[src/rtl/aes_arbiter.sv]
`default_nettype none
// ============================================================================
// Module      : aes_arbiter
// Description : Round-robin front end sharing one aes_core between two
//               requesters, with a bounded wait for the core's result.
// Revision    : 1.0 - initial release
// ============================================================================
module aes_arbiter #(
    parameter int TIMEOUT_CYCLES = 255
) (
    input  logic         clk_in,
    input  logic         rst_in,

    input  logic         req0_valid_in,
    input  logic         req0_mode_in,
    input  logic [127:0] req0_data_in,
    input  logic         req1_valid_in,
    input  logic         req1_mode_in,
    input  logic [127:0] req1_data_in,

    output logic         req0_ready_out,
    output logic [127:0] req0_result_out,
    output logic         req0_result_valid_out,
    output logic         req1_ready_out,
    output logic [127:0] req1_result_out,
    output logic         req1_result_valid_out,

    output logic         core_init_out,
    output logic         core_mode_out,
    output logic [127:0] core_data_out,
    input  logic [127:0] core_data_in,
    input  logic         core_valid_in,

    output logic         busy_out,
    output logic         timeout_out
);

    localparam int CNT_W = ($clog2(TIMEOUT_CYCLES + 1) > 8) ? $clog2(TIMEOUT_CYCLES + 1) : 8;

    typedef enum logic [1:0] {
        ST_IDLE    = 2'd0,
        ST_ISSUE   = 2'd1,
        ST_WAIT    = 2'd2,
        ST_RESPOND = 2'd3
    } state_t;

    state_t           state_q,      state_d;
    logic             last_grant_q, last_grant_d;
    logic             mode_q,       mode_d;
    logic [127:0]     data_q,       data_d;
    logic [127:0]     result0_q,    result0_d;
    logic [127:0]     result1_q,    result1_d;
    logic [CNT_W-1:0] wait_cnt_q,   wait_cnt_d;
    logic             timeout_q,    timeout_d;
    logic             pick;
    logic             wait_expired;

    // The counter holds the number of WAIT cycles already completed, so the
    // current cycle is the last permitted one when count + 1 reaches the limit.
    assign wait_expired = (int'(wait_cnt_q) + 1) >= TIMEOUT_CYCLES;

    always_comb begin
        state_d      = state_q;
        last_grant_d = last_grant_q;
        mode_d       = mode_q;
        data_d       = data_q;
        result0_d    = result0_q;
        result1_d    = result1_q;
        wait_cnt_d   = wait_cnt_q;
        timeout_d    = timeout_q;
        pick         = 1'b0;

        case (state_q)
            ST_IDLE: begin
                if (req0_valid_in || req1_valid_in) begin
                    if (req0_valid_in && req1_valid_in) begin
                        pick = ~last_grant_q;
                    end else begin
                        pick = req1_valid_in;
                    end
                    last_grant_d = pick;
                    mode_d       = pick ? req1_mode_in : req0_mode_in;
                    data_d       = pick ? req1_data_in : req0_data_in;
                    state_d      = ST_ISSUE;
                end
            end
            ST_ISSUE: begin
                wait_cnt_d = '0;
                state_d    = ST_WAIT;
            end
            ST_WAIT: begin
                if (core_valid_in) begin
                    if (last_grant_q) begin
                        result1_d = core_data_in;
                    end else begin
                        result0_d = core_data_in;
                    end
                    state_d = ST_RESPOND;
                end else if (wait_expired) begin
                    timeout_d = 1'b1;
                    state_d   = ST_IDLE;
                end else if (wait_cnt_q != {CNT_W{1'b1}}) begin
                    wait_cnt_d = wait_cnt_q + CNT_W'(1);
                end
            end
            ST_RESPOND: begin
                state_d = ST_IDLE;
            end
            default: begin
                state_d = ST_IDLE;
            end
        endcase
    end

    always_ff @(posedge clk_in) begin
        if (rst_in) begin
            state_q      <= ST_IDLE;
            last_grant_q <= 1'b1;
            mode_q       <= 1'b0;
            data_q       <= '0;
            result0_q    <= '0;
            result1_q    <= '0;
            wait_cnt_q   <= '0;
            timeout_q    <= 1'b0;
        end else begin
            state_q      <= state_d;
            last_grant_q <= last_grant_d;
            mode_q       <= mode_d;
            data_q       <= data_d;
            result0_q    <= result0_d;
            result1_q    <= result1_d;
            wait_cnt_q   <= wait_cnt_d;
            timeout_q    <= timeout_d;
        end
    end

    assign req0_ready_out        = (state_q == ST_ISSUE)   && !last_grant_q;
    assign req1_ready_out        = (state_q == ST_ISSUE)   &&  last_grant_q;
    assign req0_result_valid_out = (state_q == ST_RESPOND) && !last_grant_q;
    assign req1_result_valid_out = (state_q == ST_RESPOND) &&  last_grant_q;
    assign req0_result_out       = result0_q;
    assign req1_result_out       = result1_q;
    assign core_init_out         = (state_q == ST_ISSUE);
    assign core_mode_out         = mode_q;
    assign core_data_out         = data_q;
    assign busy_out              = (state_q != ST_IDLE);
    assign timeout_out           = timeout_q;

endmodule
`default_nettype wire
[config.mk]
export PLATFORM = sky130hd
export DESIGN_NAME = aes_arbiter
export DESIGN_NICKNAME = d
export VERILOG_FILES = /design/src/rtl/aes_arbiter.sv
export SDC_FILE = /design/constraint.sdc
export NUM_CORES = 1
export LEC_CHECK = 0
export ABC_AREA = 1
export BUFFER_PORTS_ARGS = -buffer_cell sky130_fd_sc_hd__buf_2
export CORE_AREA = 2 2 304 306
export DETAILED_ROUTE_END_ITERATION = 7
export DIE_AREA = 0 0 306 308
export SYNTH_ARGS = -nofsm -noshare
export SYNTH_HDL_FRONTEND = slang
export SYNTH_SLANG_ARGS = --single-unit
export TNS_END_PERCENT = 1
[constraint.sdc]
create_clock -name clk_in -period 2.5 [get_ports clk_in]
set_input_delay 0.5 -clock clk_in [delete_from_list [all_inputs] [get_ports clk_in]]
set_output_delay 0.5 -clock clk_in [all_outputs]
set_load 0.03 [all_outputs]
# Yosys cells after proc, flatten, opt, wreduce, memory -nomap -nowiden
# Index checks and enable logic that the tools add are counted.
# classes
eq_ne	9
order_cmp	1
add_sub_neg	2
mux	13
n_reduce_logical	16
bitwise	2
# op_table
operator	n
128-bit two-way mux	1
8-bit two-way mux	3
8-bit one-hot mux with 2 select lines	1
8-bit by 1-bit adder with 9-bit output, second input constant	1
9-bit by 8-bit >= comparator with 1-bit output, second input constant	1
3-bit AND reduction	3
8-bit by 1-bit adder with 8-bit output, second input constant	1
2-bit != test, second input constant	4
8-bit != test, second input constant	1
2-bit one-hot mux with 4 select lines	1
2-bit two-way mux	3
1-bit logical AND	5
2-bit equality test, second input constant	2
1-bit two-way mux	4
2-bit AND reduction	2
4-bit AND reduction	1
2-bit nonzero test	2
3-bit != test, second input constant	1
2-bit by 1-bit equality test with 1-bit output, second input constant	1
2-bit zero test	1
1-bit inverter	2
1-bit zero test	1
1-bit logical OR	1
# totals
in_bits	391
out_inout_bits	392
ff_bits	397
word_cells	51

# Depth between registers and ports, before layout
# depth
word_depth	5
mapped_depth	13
depth_no_buf	12

# Least setup slack after synthesis
# Ideal clock, no wire load.
# synth_path
kind	register to output
startpoint	register state_q[0]
endpoint	output req0_ready_out
path_stages_with_launch	6
path_buffers	1
setup_slack_ns	0.453
arrival_time_ns	1.547
cell_sequence	dfxtp_1 > inv_1 > nor2_1 > inv_1 > buf_2 > nor2_1
# synth_via
elab_chain_len	2
# synth_rtl
element	line	source
start, declared	47	state_t state_q, state_d;
start signal, assigned	126	state_q <= state_d;
2-bit by 1-bit equality test with 1-bit output	--	
net core_init_out	28	output logic core_init_out,
1-bit logical AND	137	assign req0_ready_out = (state_q == ST_ISSUE) && !last_grant_q;
end, declared	21	output logic req0_ready_out,
# The timed path passes the listed nets, and every way through them passes these cells.

# Worst setup path in the final report
# layout_path
startpoint	register last_grant_q
endpoint	output req1_result_valid_out
# layout_via
elab_chain_len	1
# layout_rtl
element	line	source
start, declared	48	logic last_grant_q, last_grant_d;
start signal, assigned	127	last_grant_q <= last_grant_d;
1-bit logical AND	140	assign req1_result_valid_out = (state_q == ST_RESPOND) && last_grant_q;
end, declared	26	output logic req1_result_valid_out,
# No other way between the ends.

==> metrics.md <==
| Metric | Value |
|---|---|
| Peak VDD IR | 0.000533 V |
| Num CTS Buffers | 45 |
| DRT antenna net count | 0 |
| RSZ-0062 raised after global routing | no |
| Final Wtd Congestion | 0.837 |
| Simple-Gate Fraction of Synth Area | 21.7% |
| Wire length per cell | 18.1 µm |
| Total power divided by cell area | 864 nW/µm² |
| Syn Area/Cell | 7.62 µm² |
| Multiplexer share of the synthesized area | 0% |
| Top delay family on crit path | flip-flops |
| TritonCTS clock tree | yes |
| Filler cell count | 10200 |
| Clk slew on worst S/H paths | 60 ps |
| Register area | 7950 µm² |
| Starting density of the core | 16.3% |
| PnR worst setup slack | 151 ps |
| Number of hold buffers added after CTS | 0 |
| Period utilization | 94.0% |
| Vias in the first global route | 14800 |
| Yosys reg bits | 397 |
| Die H | 308 µm |
| Final setup violation count | 0 |
| GRT Resource Usage Total | 14.2% |
| FP Rows | 111 |
| First-pass GRT wire length | 100 mm |
| Dpl hpwl | 54.6 mm |
| Fin cells | 3895 |
| Setup Slack @ Placement | 403 ps |
| Yosys warnings | 0 |
| Part of the Yosys area used for sequential elements | 53.5% |
| IO Pins | 783 |
| # H-tree levels | 2 |
| Setup bufs post-CTS | 0 |
| Total Routed Length | 70.4 mm |
| Final Hold Viols | 0 |
| Post-CTS Resized | 0 |
| Worst Tran Pin Value | 871 ps |
| Placed cell count | 3811 |
| Area fraction in compound gates after synthesis | 19.1% |
| Die area | 94200 µm² |
| Total number of vias | 16200 |
| CP Launch Type | flop |
| Largest family of logic cells by synthesized area | simple AND/OR/NAND/NOR gates |
| Synth Area in XOR/XNOR | 0.110% |
| Worst Path Arrival | 1850 ps |
| Via density | 4.15 |
| Adder-cell share of the synthesized area | 0.169% |
| Critical Path Slowest Stage Cell | dfxtp_1 |
| DRC viols | 0 |
| Total Neg Setup Slack | 0 ps |
| Synthesized area | 14900 µm² |
| Core Region | 91000 µm² |
| Grt total ovfl | 0 |
| Final instance area | 21700 µm² |
| Share of layout cells above drive strength 1 | 34.3% |
| Worst hold path class | in2reg |
| Max Fclk | 426 MHz |
| CP Class | reg2out |
| Clk sinks | 397 |
| Pin count of the biggest net entering global routing | 85 |
| Clock Path Buffers | 3 |
| Slowest cell delay on critical path | 510 ps |
| Crit path required time | 2000 ps |
| CP max FO | 5 |
| Status | complete, no violations |
| Headroom to the max-slew limit | 41.9% |
| Hold slack | 153 ps |
| Leakage | 0.00994 µW |
| Synthesis-to-finish area growth | 45.9% |
| # nets final | 3065 |
| Maxcap violations | 0 |
| Worst-Skew Late Latency | 600 ps |
| Distinct cell type count after synthesis | 30 |
| Buf/Inv on CP | 2 |
| Slew Limit Fails | 0 |
| Tmin final | 2350 ps |
| Worst path cell trace | inv_1, nor3_1, buf_2 |
| DRT iter0 DRCs | 1211 |
| Port Buffer Count | 782 |
| Mapped Cells | 1948 |
| Die Wd | 306 µm |
| Post-Synthesis Net Count | 2341 |
| CTS root buffer | clkbuf_16 |
| Multi-input logic area | 6130 µm² |
| Crit. End Element | primary output |
| Setup Skew | 18.1 ps |
| DP Area | 20100 µm² |
| Drt first pass iters | 5 |
| Initial antenna violation count | 48 |
-- power breakdown --
| part | switching, µW | total, µW | internal, µW | leakage, µW |
|---|---|---|---|---|
| logic | 3160 | 4510 | 1350 | 0.00597 |
| registers | 352 | 7370 | 7020 | 0.00324 |
| clock network | 2800 | 6830 | 4030 | 0.000725 |
| total | 6310 | 18700 | 12400 | 0.00994 |
-- synth_stat cells --
library cell,count,area [µm²]
clkbuf_1,91,342
inv_1,24,90.1
dfxtp_1,397,7950
clkbuf_2,3,15.0
a21oi_2,2,17.5
nand4_1,6,37.5
nor2_1,523,1960
nand3_1,14,70.1
o21ai_0,381,1910
nand3_2,1,10.0
buf_1,3,11.3
buf_6,1,11.3
xor2_2,1,16.3
o2111ai_1,1,8.76
nand2_2,3,18.8
inv_2,1,3.75
a21oi_1,10,50.1
nand3_4,1,17.5
and2_1,1,6.26
buf_4,13,97.6
nor2_4,2,22.5
o21bai_1,1,7.51
a31oi_1,129,807
buf_2,47,235
ha_1,2,25.0
o21a_1,1,7.51
nand2_1,277,1040
o21ai_1,6,30.0
nor3_1,2,10.0
nor2_2,4,25.0
-- cell usage in the layout (no fill, tap or decap), types with 6 or more instances in the layout --
cell type,synthesis,final
o21ai_1,6,6
clkbuf_8,0,10
inv_1,24,20
clkbuf_16,0,45
a31oi_1,129,129
buf_12,0,13
o21ai_0,381,381
nand4_1,6,6
buf_4,13,40
nand3_1,14,14
nor2_1,523,523
diode_2,0,6
dfxtp_1,397,397
buf_2,47,782
a21oi_1,10,9
clkbuf_1,91,9
nand2_1,277,275
-- worst min-delay path: cells and delay by family --
family / cells / cell delay, ps
AOI/OAI and AO/OA: 1 / 60
and+or+nand+nor: 1 / 70
buffers and inverters: 1 / 90
-- metal layers --
layer  part of all wire, %  vias up  GRT usage, %  wire [µm]
met5                  0.16        -             0        112
met4                   3.5       18          4.94       2470
met3                   8.8      161          4.58       6180
met2                    46      729          23.3      32200
met1                    42     7386          17.4      29500
li1                      -     7887             -          -
-- through the flow --
stage,power (µW),util (%)
2_1_floorplan,10300,-
3_3_place_gp,12000,22.1
3_5_place_dp,12000,22.1
4_1_cts,19000,23.8
5_1_grt,19700,23.8
6_report,18700,23.8
-- registers in the layout (all words and copies together) (netlist names) --
signal and cells:
req1_result_out 128, wait_cnt_q 8, req0_result_out 128, last_grant_q 1, state_q 2, timeout_out 1, core_mode_out 1, core_data_out 128
-- worst paths after layout --
path / from / endpoint / slack (ps) / depth (start not counted)
setup / recovery: last_grant_q$_SDFFE_PP1P_ / req1_result_valid_out / 150 / 3
hold reg to reg: req1_result_out[23]$_SDFFE_PP0P_ / req1_result_out[23]$_SDFFE_PP0P_ / 470 / 2
hold / removal: core_data_in[113] / req1_result_out[113]$_SDFFE_PP0P_ / 150 / 3
setup reg to reg: wait_cnt_q[0]$_SDFFE_PP0P_ / state_q[1]$_SDFFE_PP0P_ / 440 / 9
-- logic make-up after synthesis --
logic type | count (synthesis)
adder cells (fa/ha/maj) | 2
buffers and inverters | 183
AO/OA/AOI/OAI | 531
flip-flops | 397
AND/OR/NAND/NOR | 834
XOR/XNOR | 1
-- layout make-up --
| cell class | instances | area share, % |
|---|---|---|
| Timing Repair Buffer | 835 | 20.7 |
| Multi-Input combinational cell | 1368 | 28.3 |
| Sequential cell | 397 | 36.7 |
| Tap cell | 1186 | 6.85 |
| Inverter | 25 | 0.502 |
| Clock inverter | 14 | 0.953 |
| Clock buffer | 64 | 5.99 |
| Antenna cell | 6 | 0.0693 |
No activity file was read; power rests on OpenSTA's default activity.
